### config.mk
export PLATFORM = sky130hd
export DESIGN_NAME = intt_controller
export DESIGN_NICKNAME = d
export VERILOG_FILES = /design/src/rtl/ntt_pkg.sv /design/src/rtl/ntt_delay_line.sv /design/src/rtl/intt_controller.sv
export SDC_FILE = /design/constraint.sdc
export NUM_CORES = 1
export LEC_CHECK = 0
export ABC_AREA = 1
export BUFFER_PORTS_ARGS = -buffer_cell sky130_fd_sc_hd__buf_2
export CORE_MARGIN = 1.5
export CORE_UTILIZATION = 52
export DETAILED_ROUTE_END_ITERATION = 7
export PLACE_DENSITY = 0.8
export SLEW_MARGIN = 20
export SYNTH_ARGS = -nofsm -noshare
export SYNTH_HDL_FRONTEND = slang
export SYNTH_SLANG_ARGS = --single-unit
### constraint.sdc
create_clock -name clk -period 2.1 [get_ports clk]
set_input_delay 0.105 -clock clk [delete_from_list [all_inputs] [get_ports clk]]
set_output_delay 0.105 -clock clk [all_outputs]
set_load 0.01 [all_outputs]
### src/rtl/ntt_pkg.sv
// Shared constants and FSM state type for the NTT/INTT controllers.
// The butterfly latency macros normally come from defines.v; standard
// datapath depths are used when that file is not part of the compile.
`ifndef INTMUL_DELAY
`define INTMUL_DELAY 2
`endif
`ifndef MODRED_DELAY
`define MODRED_DELAY 1
`endif

package ntt_pkg;

    localparam int RING_SIZE  = 256;
    localparam int LOG_N      = $clog2(RING_SIZE);
    localparam int PIPE_DELAY = `INTMUL_DELAY + `MODRED_DELAY;

    typedef enum logic [2:0] {
        IDLE,
        RUN,
        DRAIN,
        SCALE,
        FLUSH,
        DONE
    } ntt_state_t;

endpackage

### src/rtl/ntt_delay_line.sv
// Fixed-depth shift register used to line write-back strobes and addresses
// up with the butterfly datapath latency. Reset clears every tap so no stale
// write can leak out after an abort.
module ntt_delay_line #(
    parameter int WIDTH = 1,
    parameter int DEPTH = 1
) (
    input  logic             clk,
    input  logic             reset,
    input  logic [WIDTH-1:0] din,
    output logic [WIDTH-1:0] dout
);

    logic [WIDTH-1:0] taps [DEPTH];

    // Shift one tap per cycle, clearing the whole line on reset.
    always_ff @(posedge clk) begin
        if (reset) begin
            for (int i = 0; i < DEPTH; i++) begin
                taps[i] <= '0;
            end
        end else begin
            taps[0] <= din;
            for (int i = 1; i < DEPTH; i++) begin
                taps[i] <= taps[i-1];
            end
        end
    end

    assign dout = taps[DEPTH-1];

endmodule

### src/rtl/intt_controller.sv
// Address and control sequencer for an in-place inverse NTT: LOG_N
// Gentleman-Sande butterfly stages followed by one N^-1 scaling pass.
// Read-side outputs are registered; write-back outputs are the read-side
// outputs pushed through a PIPE_DELAY-deep delay line.
module intt_controller #(
    parameter int  RING_SIZE  = ntt_pkg::RING_SIZE,
    parameter int  PIPE_DELAY = ntt_pkg::PIPE_DELAY,
    localparam int LOG_N      = $clog2(RING_SIZE),
    localparam int STAGE_W    = $clog2(LOG_N + 1)
) (
    input  logic               clk,
    input  logic               reset,
    input  logic               start,
    output logic               busy,
    output logic               done,
    output logic               rd_en,
    output logic [LOG_N-1:0]   rd_addr_a,
    output logic [LOG_N-1:0]   rd_addr_b,
    output logic [LOG_N-2:0]   tw_idx,
    output logic               bf_mode,
    output logic [STAGE_W-1:0] stage,
    output logic               wr_en,
    output logic [LOG_N-1:0]   wr_addr_a,
    output logic [LOG_N-1:0]   wr_addr_b
);

    import ntt_pkg::*;

    localparam int TW_W = LOG_N - 1;
    localparam int S_W  = $clog2(LOG_N);
    localparam int D_W  = (PIPE_DELAY > 1) ? $clog2(PIPE_DELAY) : 1;
    localparam int WB_W = 1 + 2 * LOG_N;

    localparam logic [LOG_N-2:0] J_LAST = (LOG_N - 1)'(RING_SIZE / 2 - 1);
    localparam logic [S_W-1:0]   S_LAST = S_W'(LOG_N - 1);
    localparam logic [D_W-1:0]   D_LAST = D_W'(PIPE_DELAY - 1);

    typedef struct packed {
        logic [LOG_N-1:0] a;
        logic [LOG_N-1:0] b;
        logic [TW_W-1:0]  tw;
    } pair_t;

    // Butterfly pair j of stage s. The two operands differ only in bit
    // p = LOG_N-1-s (span m = 2^p); the pair address is j with a zero bit
    // inserted at position p, and the twiddle is the in-group offset k
    // scaled by 2^s.
    function automatic pair_t bf_pair(input logic [S_W-1:0] s, input logic [LOG_N-2:0] j);
        pair_t            r;
        int               p;
        logic [LOG_N-1:0] jw;
        logic [LOG_N-1:0] low_mask;
        logic [LOG_N-1:0] span;
        p        = LOG_N - 1 - int'(s);
        jw       = {1'b0, j};
        span     = LOG_N'(1) << p;
        low_mask = span - LOG_N'(1);
        r.a      = ((jw & ~low_mask) << 1) | (jw & low_mask);
        r.b      = r.a | span;
        r.tw     = TW_W'((jw & low_mask) << s);
        return r;
    endfunction

    // Scaling pass walks adjacent coefficient pairs (2j, 2j+1).
    function automatic pair_t scale_pair(input logic [LOG_N-2:0] j);
        pair_t r;
        r.a  = {j, 1'b0};
        r.b  = {j, 1'b1};
        r.tw = '0;
        return r;
    endfunction

    ntt_state_t       state;
    logic [S_W-1:0]   s_cnt;
    logic [LOG_N-2:0] j_cnt;
    logic [D_W-1:0]   d_cnt;
    logic [WB_W-1:0]  wb_bus;

    // Sequencer: state, loop counters and registered read-side outputs.
    always_ff @(posedge clk) begin
        if (reset) begin
            state     <= IDLE;
            s_cnt     <= '0;
            j_cnt     <= '0;
            d_cnt     <= '0;
            busy      <= 1'b0;
            done      <= 1'b0;
            rd_en     <= 1'b0;
            rd_addr_a <= '0;
            rd_addr_b <= '0;
            tw_idx    <= '0;
            bf_mode   <= 1'b0;
            stage     <= '0;
        end else begin
            rd_en     <= 1'b0;
            rd_addr_a <= '0;
            rd_addr_b <= '0;
            tw_idx    <= '0;
            bf_mode   <= 1'b0;
            done      <= 1'b0;
            case (state)
                IDLE: begin
                    if (start) begin
                        state <= RUN;
                        s_cnt <= '0;
                        j_cnt <= '0;
                        busy  <= 1'b1;
                        stage <= '0;
                        rd_en <= 1'b1;
                        {rd_addr_a, rd_addr_b, tw_idx} <= bf_pair('0, '0);
                    end
                end
                RUN: begin
                    if (j_cnt == J_LAST) begin
                        state <= DRAIN;
                        d_cnt <= '0;
                    end else begin
                        j_cnt <= j_cnt + 1'b1;
                        rd_en <= 1'b1;
                        {rd_addr_a, rd_addr_b, tw_idx} <= bf_pair(s_cnt, j_cnt + 1'b1);
                    end
                end
                DRAIN: begin
                    if (d_cnt == D_LAST) begin
                        j_cnt <= '0;
                        rd_en <= 1'b1;
                        if (s_cnt == S_LAST) begin
                            state   <= SCALE;
                            stage   <= STAGE_W'(LOG_N);
                            bf_mode <= 1'b1;
                            {rd_addr_a, rd_addr_b, tw_idx} <= scale_pair('0);
                        end else begin
                            state <= RUN;
                            s_cnt <= s_cnt + 1'b1;
                            stage <= STAGE_W'(s_cnt) + 1'b1;
                            {rd_addr_a, rd_addr_b, tw_idx} <= bf_pair(s_cnt + 1'b1, '0);
                        end
                    end else begin
                        d_cnt <= d_cnt + 1'b1;
                    end
                end
                SCALE: begin
                    if (j_cnt == J_LAST) begin
                        state <= FLUSH;
                        d_cnt <= '0;
                    end else begin
                        j_cnt   <= j_cnt + 1'b1;
                        rd_en   <= 1'b1;
                        bf_mode <= 1'b1;
                        {rd_addr_a, rd_addr_b, tw_idx} <= scale_pair(j_cnt + 1'b1);
                    end
                end
                FLUSH: begin
                    if (d_cnt == D_LAST) begin
                        state <= DONE;
                        done  <= 1'b1;
                    end else begin
                        d_cnt <= d_cnt + 1'b1;
                    end
                end
                DONE: begin
                    state <= IDLE;
                    busy  <= 1'b0;
                    stage <= '0;
                end
                default: begin
                    state <= IDLE;
                    busy  <= 1'b0;
                    stage <= '0;
                end
            endcase
        end
    end

    ntt_delay_line #(
        .WIDTH (WB_W),
        .DEPTH (PIPE_DELAY)
    ) u_wb_delay (
        .clk   (clk),
        .reset (reset),
        .din   ({rd_en, rd_addr_a, rd_addr_b}),
        .dout  (wb_bus)
    );

    assign {wr_en, wr_addr_a, wr_addr_b} = wb_bus;

endmodule

* Word-level counts from Yosys, hierarchy flattened
Memories as Yosys holds them, arrays and structs flattened. Index checks and enable logic that the tools add are counted.
Word-level totals: flip-flop bits (word level) 46, RAM bits 51, bits of input ports 3, logic and storage cells 116, memories kept 1
Cells by class: $add $sub $neg 7, eq/ne operators 16, shifts and indexed selects 4, multiplexer cells 50, bitwise operators 11, reduce and logical (&&, ||, !) cells 15
Memory list:
- u_wb_delay.taps | depth 3, width 17, rd ports 3, clocked after memory_dff 0, write ports 3, line ntt_delay_line.sv:14 | logic [WIDTH-1:0] taps [DEPTH];
Operators by type and width (count):
- $shl 1x32->8 const A | 2
- $mux 8 | 7
- $mux 17 | 3
- $mux 7 | 6
- $pmux 8 s4 | 1
- $mux 3 | 8
- $pmux 7 s3 | 1
- $ne 2x2->1 const B | 8
- $or 8x8->8 | 2
- $pmux 8 s2 | 1
- $pmux 3 s5 | 1
- $pmux 7 s2 | 1
- $mux 4 | 3
- $pmux 4 s3 | 1
- $mux 1 | 9
- $and 7x8->8 | 1
- $reduce_and 4->1 | 2
- $shl 8x3->7 | 1
- $sub 3x3->4 const A | 2
- $sub 8x1->8 const B | 1
- $add 7x1->7 const B | 1
- $and 7x7->7 | 1
- $eq 7x7->1 const B | 1
- $not 7->7 | 1
- 25 further kinds | 38

* Longest topological paths before layout
Gate-level depths: netlist of the first run.
word-level depth 9, depth in mapped cells 14, gate-level depth less buffers 13

* By module
Synthesis of the first run repeated with hierarchy kept, for this count alone.
Second synthesis, totals: cells, all modules 545, area total of the unflattened synthesis 4038.9 um^2
By module, submodules not included:
- intt_controller | instances 1, cells each 369, area each 2439.8 um^2, sequential area each 920.9 um^2
- ntt_delay_line | instances 1, cells each 176, area each 1599.0 um^2, sequential area each 1021.0 um^2

* Worst setup path before layout of the first run
OpenSTA, ideal clock, no wires.
path type flip-flop to flip-flop, start point register s_cnt[0], end point register rd_addr_b[6], arrival 1.970 ns, required time 1.987 ns, slack 0.017 ns, cell stages (with the launch flop) 15, cell sequence dfxtp_1 -> buf_2 -> clkinv_1 -> ha_1 -> nand2_2 -> ha_1 -> nand2_1 -> nor2_2 -> nand2_1 -> nand2_1 -> nand2_1 -> nand3_1 -> nand2_1 -> o21ai_1 -> inv_1
Between the ends: longest elaborated chain between the ends 9
Ends and longest elaborated chain:
- start, declared | line intt_controller.sv:74 | logic [S_W-1:0] s_cnt;
- start signal, assigned | line intt_controller.sv:134 | s_cnt <= s_cnt + 1'b1;
- $sub 3x3->4 | line intt_controller.sv:54 | p = LOG_N - 1 - int'(s);
- $shl 1x32->8 | line intt_controller.sv:56 | span = LOG_N'(1) << p;
- $sub 8x1->8 | line intt_controller.sv:57 | low_mask = span - LOG_N'(1);
- $not 7->7 | line intt_controller.sv:58 | r.a = ((jw & ~low_mask) << 1) | (jw & low_mask);
- $and 7x7->7 | line intt_controller.sv:58
- $or 8x8->8 | line intt_controller.sv:58
- $or 8x8->8 | line intt_controller.sv:59 | r.b = r.a | span;
- $mux 8 | line intt_controller.sv:114 | if (j_cnt == J_LAST) begin
- $pmux 8 s4 (*) | line intt_controller.sv:101 | case (state)
- end signal, assigned | line intt_controller.sv:110 | {rd_addr_a, rd_addr_b, tw_idx} <= bf_pair('0, '0);
- end signal, assigned | line intt_controller.sv:120 | {rd_addr_a, rd_addr_b, tw_idx} <= bf_pair(s_cnt, j_cnt + 1'b1);
- end signal, assigned | line intt_controller.sv:131 | {rd_addr_a, rd_addr_b, tw_idx} <= scale_pair('0);
- end, declared | line intt_controller.sv:18 | output logic [LOG_N-1:0] rd_addr_b,
Mark *: on every way between the ends. The rest lies on a longest branch, timed or not. A chain may end at the register's enable or synchronous reset.

* Worst setup path in the final report of the first run
start point register s_cnt[0], end point register tw_idx[5]
Between the ends: longest elaborated chain between the ends 7
Ends and longest elaborated chain:
- $sub 3x3->4 | line intt_controller.sv:54
- $shl 1x32->8 | line intt_controller.sv:56
- $sub 8x1->8 | line intt_controller.sv:57
- $and 7x8->8 | line intt_controller.sv:60 | r.tw = TW_W'((jw & low_mask) << s);
- $shl 8x3->7 | line intt_controller.sv:60
- $mux 7 | line intt_controller.sv:114
- $pmux 7 s2 (*) | line intt_controller.sv:101
- end signal, assigned | line intt_controller.sv:110
- end signal, assigned | line intt_controller.sv:120
- end signal, assigned | line intt_controller.sv:131
- end, declared | line intt_controller.sv:19 | output logic [LOG_N-2:0] tw_idx,
Marked as above.

==> qor.txt, run 1 <==
DIE HEIGHT -> 91.0 µm
MaxCap Viol Count -> 0
placer congestion estimate -> 1.03
clk buf depth -> 2
DR vias -> 3,223
aggregate routed wire length -> 8.26 mm
Pleak -> 2.10 nW
Final Slew Violations -> 0
setup ws final -> 0.129 ns
Mapped Area -> 4030 µm²
Clock Sinks -> 97
Worst Setup End Kind -> register
power per cell area -> 1050 nW/µm²
first-pass GRT wire length -> 13.4 mm
# port buffers -> 50
DRT Pass-1 Iters -> 6
Post-route DRC -> 0
Synth Instances -> 523
Root Driver -> clkbuf_8
final hold vios -> 0
post-synth top area share -> 48.2%
setup bufs post-CTS -> 0
Final setup viols -> 0
leading area contributor after synthesis -> dfxtp_1
DRT iter0 DRCs -> 184
die area -> 8290 µm²
Post-Syn Area per Cell -> 7.71 µm²
Max-slew headroom -> 57.0%
x dimension of the die -> 91.0 µm
Detailed Place HPWL -> 6.07 mm
worst-margin pin slew -> 0.640 ns
average vias per placed instance -> 4.82
# diodes -> 0
CP Launch Type -> register
share of post-route cells with drive strength above 1 -> 20.4%
CTS tree -> built
number of global-route vias before repair -> 2,944
Synth area leaders -> dfxtp_1 (48%), inv_1 (8.4%), nand2_1 (7.6%)
number of cell rows -> 31
crit path from -> s_cnt[0]$_SDFFE_PP0P_
CTS Buf Count -> 9
R2R Path Start -> s_cnt[0]$_SDFFE_PP0P_
Yosys reg bits -> 97
post-synthesis sequential area ratio -> 48.2%
Synth Net Count -> 536
total grt overflow -> 0
Synth cell types -> 43
pre-CTS WS -> -0.0386 ns
hold slack -> 0.146 ns
Layout area overhead -> 12.8%
largest net degree at the start of global routing -> 78
Antenna Nets Post-Route -> 0
clock skew -> 0.0110 ns
Post-DP Area -> 4310 µm²
htree depth -> 3
outcome -> completed
nets -> 578
YS warnings -> 0
initial antenna violation count -> 0
Hold Path Class -> input pin to register
starting density of the core -> 54.7%
Hold Startpoint -> start
setup_tns -> 0 ns
core area -> 7370 µm²
FMAX -> 0.507 GHz
final worst path period need -> 1.97 ns
critical path fanouts, max -> 6
post-route cell area -> 4550 µm²
I/O pins -> 51
crit path DAT -> 2.27 ns
CP required -> 2.40 ns
kind of critical path -> register to register
Final period util -> 93.9%
Skew-Pair Late Insertion Delay -> 0.37 ns
average wire per standard cell -> 12.3 µm
Worst IR Drop VDD -> 0.000604 V
CTS clk-pin slew, worst paths -> 0.10 ns
gr usage total -> 20.6%
[worst max-delay path, cell delays in order, from the launching register on]
cell and delay (ns):
dfxtp_4 0.38, ha_2 0.20, ha_1 0.21, inv_2 0.12, ha_4 0.16, nand2_1 0.08, nor2_2 0.15, inv_1 0.07
nand2_1 0.10, nand2_1 0.09, a21oi_1 0.15, nand2_1 0.08, a21oi_1 0.13
[sequential cells by signal (all words and copies together), names as in the netlist]
register	count
u_wb_delay.taps	51
rd_addr_a	8
rd_addr_b	8
j_cnt	7
tw_idx	7
stage	4
s_cnt	3
state	3
d_cnt	2
bf_mode	1
busy	1
done	1
rd_en	1
[cells by family (layout without fill, tap and decap cells)]
group / after synthesis / in the layout / synth area share (%)
AO/OA/AOI/OAI: 67 / 67 / 9.22
adder cells (fa/ha/maj): 10 / 10 / 3.10
flip-flops: 97 / 97 / 48.2
buffers and inverters: 129 / 176 / 13.9
AND/OR/NAND/NOR: 218 / 218 / 25.1
XOR/XNOR: 2 / 2 / 0.435
[cells in the final DEF, fill, tap and decap left out, types with 2 or more instances in the layout]
cell type and n:
nor2_4 4, nand3_2 2, nor3_1 4, inv_2 8
buf_4 10, inv_8 2, o21ai_0 12, nand2_1 82
o21ai_1 6, nand2_2 3, clkbuf_8 10, o21ai_2 2
clkinv_4 2, nand3_1 24, nand4_1 6, dfxtp_1 95
inv_1 89, buf_2 50, a31oi_1 3, inv_6 2
nor2_2 3, nand3_4 3, a21oi_1 35, ha_1 8
dfxtp_4 2, nand2_4 3, nor2_1 80
[cells in the mapped netlist (all sizes together)]
cell	count
dfxtp	97
inv	97
nand2	88
nor2	87
a21oi	36
nand3	29
buf	22
o21ai	20
ha	10
clkbuf	8
nand4	7
nor3	5
a31oi	3
clkinv	2
a21boi	1
a221oi	1
nand3b	1
o2111ai	1
o211ai	1
o21a	1
o21bai	1
o31a	1
o32ai	1
or2	1
xnor2	1
xor2	1
[worst paths after layout]
kind                                       end  slack (ns)  cells past startpoint
max reg2reg               tw_idx[5]$_SDFF_PP0_        0.13                     12
max                       tw_idx[5]$_SDFF_PP0_        0.13                     12
min reg2reg  u_wb_delay.taps[0][32]$_SDFF_PP0_        0.40                      2
min                          busy$_SDFFE_PP0P_        0.15                      3
[cell type report]
cell class	instances	area [µm²]
fillers	680	2820
flip-flops and latches	97	1950
multi-input cells	297	1560
inverters	99	375
repair buffers	61	345
clock buffers	10	138
well taps	99	124
clock inverters	6	57.6
[report_power, final]
group | internal [mW] | switching, mW
Combinational | 0.478 | 1.02
Sequential | 1.99 | 0.112
Clock | 0.492 | 0.689
[repair_timing]
| action | in CTS | in global routing |
|---|---|---|
| endpoints found under the setup margin | 3 | 16 |
| gates resized for setup | 2 | 12 |
| hold buffers | 0 | 0 |
[routing by layer]
metal,vias to the layer above,track usage [%],wire length (µm)
li1,1674,-,-
met1,1408,24.9,3550
met2,113,33.8,3900
met3,28,5.61,497
met4,0,9.38,306
met5,-,0,0
[through the flow]
step,util (%),power [mW],cells
4_1_cts,61.2,4.78,669
3_3_place_gp,58.5,3.59,653
2_1_floorplan,-,3.26,523
3_5_place_dp,58.5,3.62,653
5_1_grt,61.7,5.08,669
6_report,61.7,4.78,669
Note: power is estimated with default switching activity, not from simulation.
==> inputs of run 2 (changes only) <==
- RECOVER_POWER: not set -> 100
- TNS_END_PERCENT: not set -> 1
==> run 2 against run 1 <==
Net effect:
- clock-buffer cell count unchanged
- critical path depth did not move
- die area is the same
- non-clock buffer count unchanged
- setup slack lost 0.073 ns
- global-route usage did not move
- critical endpoint unchanged
==> qor.txt, run 2 (same netlist as run 1, synthesis figures left out) <==
CP Launch Type -> register
aggregate routed wire length -> 8.24 mm (-0.19%)
Critical Path Max Stage Delay -> 0.37 ns (about the same)
# diodes -> 0 (unchanged)
gr usage total -> 20.6% (unchanged)
Int Power -> 2.95 mW (-0.47%)
nets -> 578 (unchanged)
pre-CTS WS -> -0.0386 ns (unchanged)
Hold Path Class -> input pin to register
P_sw -> 1.81 mW (-0.58%)
htree depth -> 3 (unchanged)
Critical-path top delay cell -> dfxtp_2
CTS tree -> built
die area -> 8290 µm² (unchanged)
Reg power frac -> 44.2% (+0.2 points)
number of global-route vias before repair -> 2,944 (unchanged)
final hold vios -> 0 (unchanged)
Pleak -> 1.89 nW (-10%)
number of cell rows -> 31 (unchanged)
met2 wire length -> 3.94 mm (+0.97%)
Final Slew Violations -> 0 (unchanged)
MaxCap Viol Count -> 0 (unchanged)
setup ws final -> 0.0564 ns (-0.0725 ns)
clk buf depth -> 2 (unchanged)
Post-DP Area -> 4310 µm² (unchanged)
Top reg by flops -> u_wb_delay.taps
Final setup viols -> 0 (unchanged)
clock skew -> 0.0113 ns (+0.000380 ns)
power per cell area -> 1060 nW/µm² (+1.1%)
average vias per placed instance -> 4.81 (-0.12%)
Clock Sinks -> 97 (unchanged)
CP required -> 2.39 ns (about the same)
placer congestion estimate -> 1.03 (unchanged)
Worst Setup End Kind -> register
top sig layer -> met4
Skew-Pair Late Insertion Delay -> 0.36 ns (about the same)
FMAX -> 0.489 GHz (-3.6%)
crit path DAT -> 2.34 ns (+0.07 ns)
Post-route DRC -> 0 (unchanged)
core area -> 7370 µm² (unchanged)
RSZ-0062 raised after global routing -> yes
DIE HEIGHT -> 91.0 µm (unchanged)
setup bufs post-CTS -> 0 (unchanged)
met3 wire length -> 544 µm (+9.5%)
share of post-route cells with drive strength above 1 -> 11.9% (-8.4 points)
Antenna Nets Post-Route -> 0 (unchanged)
Worst IR Drop VDD -> 0.000599 V (-0.77%)
CTS clk-pin slew, worst paths -> 0.10 ns (about the same)
outcome -> completed
Gate power share -> 31.2% (about the same)
switching part of the total -> 38.1% (about the same)
starting density of the core -> 54.7% (unchanged)
most frequent cells in the layout -> dfxtp_1 (95), inv_1 (89), nand2_1 (82), nor2_1 (80), clkbuf_1 (48)
hold buffer count at CTS -> 0 (unchanged)
top flop regs -> u_wb_delay.taps (51), rd_addr_a (8), rd_addr_b (8)
M1 WL -> 3.53 mm (-0.59%)
CTS-repair resized insts -> 2 (unchanged)
CP dominant cell by count -> nand2_1
Max-slew headroom -> 59.1% (+2.1 points)
critical path cell sequence -> ha_2 -> ha_1 -> inv_2 -> ha_2 -> nand2_1 -> nor2_2 -> inv_1 -> nand2_1 -> nand2_1 -> a21oi_1 -> nand2_1 -> a21oi_1
Layout area overhead -> 11.0%
total grt overflow -> 0 (unchanged)
CTS Buf Count -> 9 (unchanged)
DRT iter0 DRCs -> 190 (+3.3%)
kind of critical path -> register to register
hold slack -> 0.158 ns (+0.0120 ns)
x dimension of the die -> 91.0 µm (unchanged)
critical path fanouts, max -> 6 (unchanged)
first-pass GRT wire length -> 13.4 mm (unchanged)
largest net degree at the start of global routing -> 78 (unchanged)
I/O pins -> 51 (unchanged)
final worst path period need -> 2.04 ns (+0.0725 ns)
Largest register FFs -> 51 (unchanged)
setup_tns -> 0 ns (unchanged)
Detailed Place HPWL -> 6.07 mm (unchanged)
average wire per standard cell -> 12.3 µm (-0.19%)
Final period util -> 97.3% (+3.5 points)
initial antenna violation count -> 0 (unchanged)
Root Driver -> clkbuf_8
commonest non-fill, non-tap cell in the layout -> dfxtp_1
Clk pwr share -> 24.6% (about the same)
DR vias -> 3,219 (-0.12%)
DRT Pass-1 Iters -> 5 (-1)
post-route cell area -> 4470 µm² (-1.6%)
worst-margin pin slew -> 0.608 ns (-0.0320 ns)
# port buffers -> 50 (unchanged)
Final Util -> 60.7% (-0.98 points)
## run 2: worst max-delay path: cells and delay by family (launching register included)
kind,cells,cell delay (ns)
buffers and inverters,2,0.17
AOI/OAI and AO/OA,2,0.31
and+or+nand+nor,5,0.52
DFF,1,0.37
adders and majority gates,3,0.63
## run 2: power groups by stage
stage	clock, mW	sequential [mW]	combinational, mW
after floorplan	0	2.15	1.11
after global placement	0	2.14	1.46
after detailed placement	0	2.15	1.48
after CTS	1.19	2.10	1.49
after global routing	1.28	2.12	1.67
final	1.17	2.10	1.48
## run 2: final timing paths
| check | startpoint | cells after the start | slack [ns] | end |
|---|---|---|---|---|
| worst max-delay path | s_cnt[0]$_SDFFE_PP0P_ | 12 | 0.06 | tw_idx[5]$_SDFF_PP0_ |
| worst min-delay path | start | 3 | 0.16 | busy$_SDFFE_PP0P_ |
| worst min register to register | u_wb_delay.taps[0][13]$_SDFF_PP0_ | 2 | 0.40 | u_wb_delay.taps[0][30]$_SDFF_PP0_ |
| worst max register to register | s_cnt[0]$_SDFFE_PP0P_ | 12 | 0.06 | tw_idx[5]$_SDFF_PP0_ |
## run 2: per-stage QoR
| stage | total power [mW] | instances |
|---|---|---|
| 6_report | 4.76 | 669 |
| 5_1_grt | 5.07 | 669 |
| 4_1_cts | 4.78 | 669 |
| 3_5_place_dp | 3.62 | 653 |
| 3_3_place_gp | 3.59 | 653 |
| 2_1_floorplan | 3.26 | 523 |
## run 2: cell type report
class / instances / area [µm²]
fillers: 703 / 2900
inverters: 99 / 375
repair buffers: 61 / 285
well taps: 99 / 124
flip-flops and latches: 97 / 1950
multi-input cells: 297 / 1550
clock inverters: 6 / 57.6
clock buffers: 10 / 138
## run 2: routing by layer
layer,track usage [%],vias to the layer above
met5,0,-
met2,33.8,125
met3,5.61,19
li1,-,1674
met4,9.38,0
met1,24.9,1401
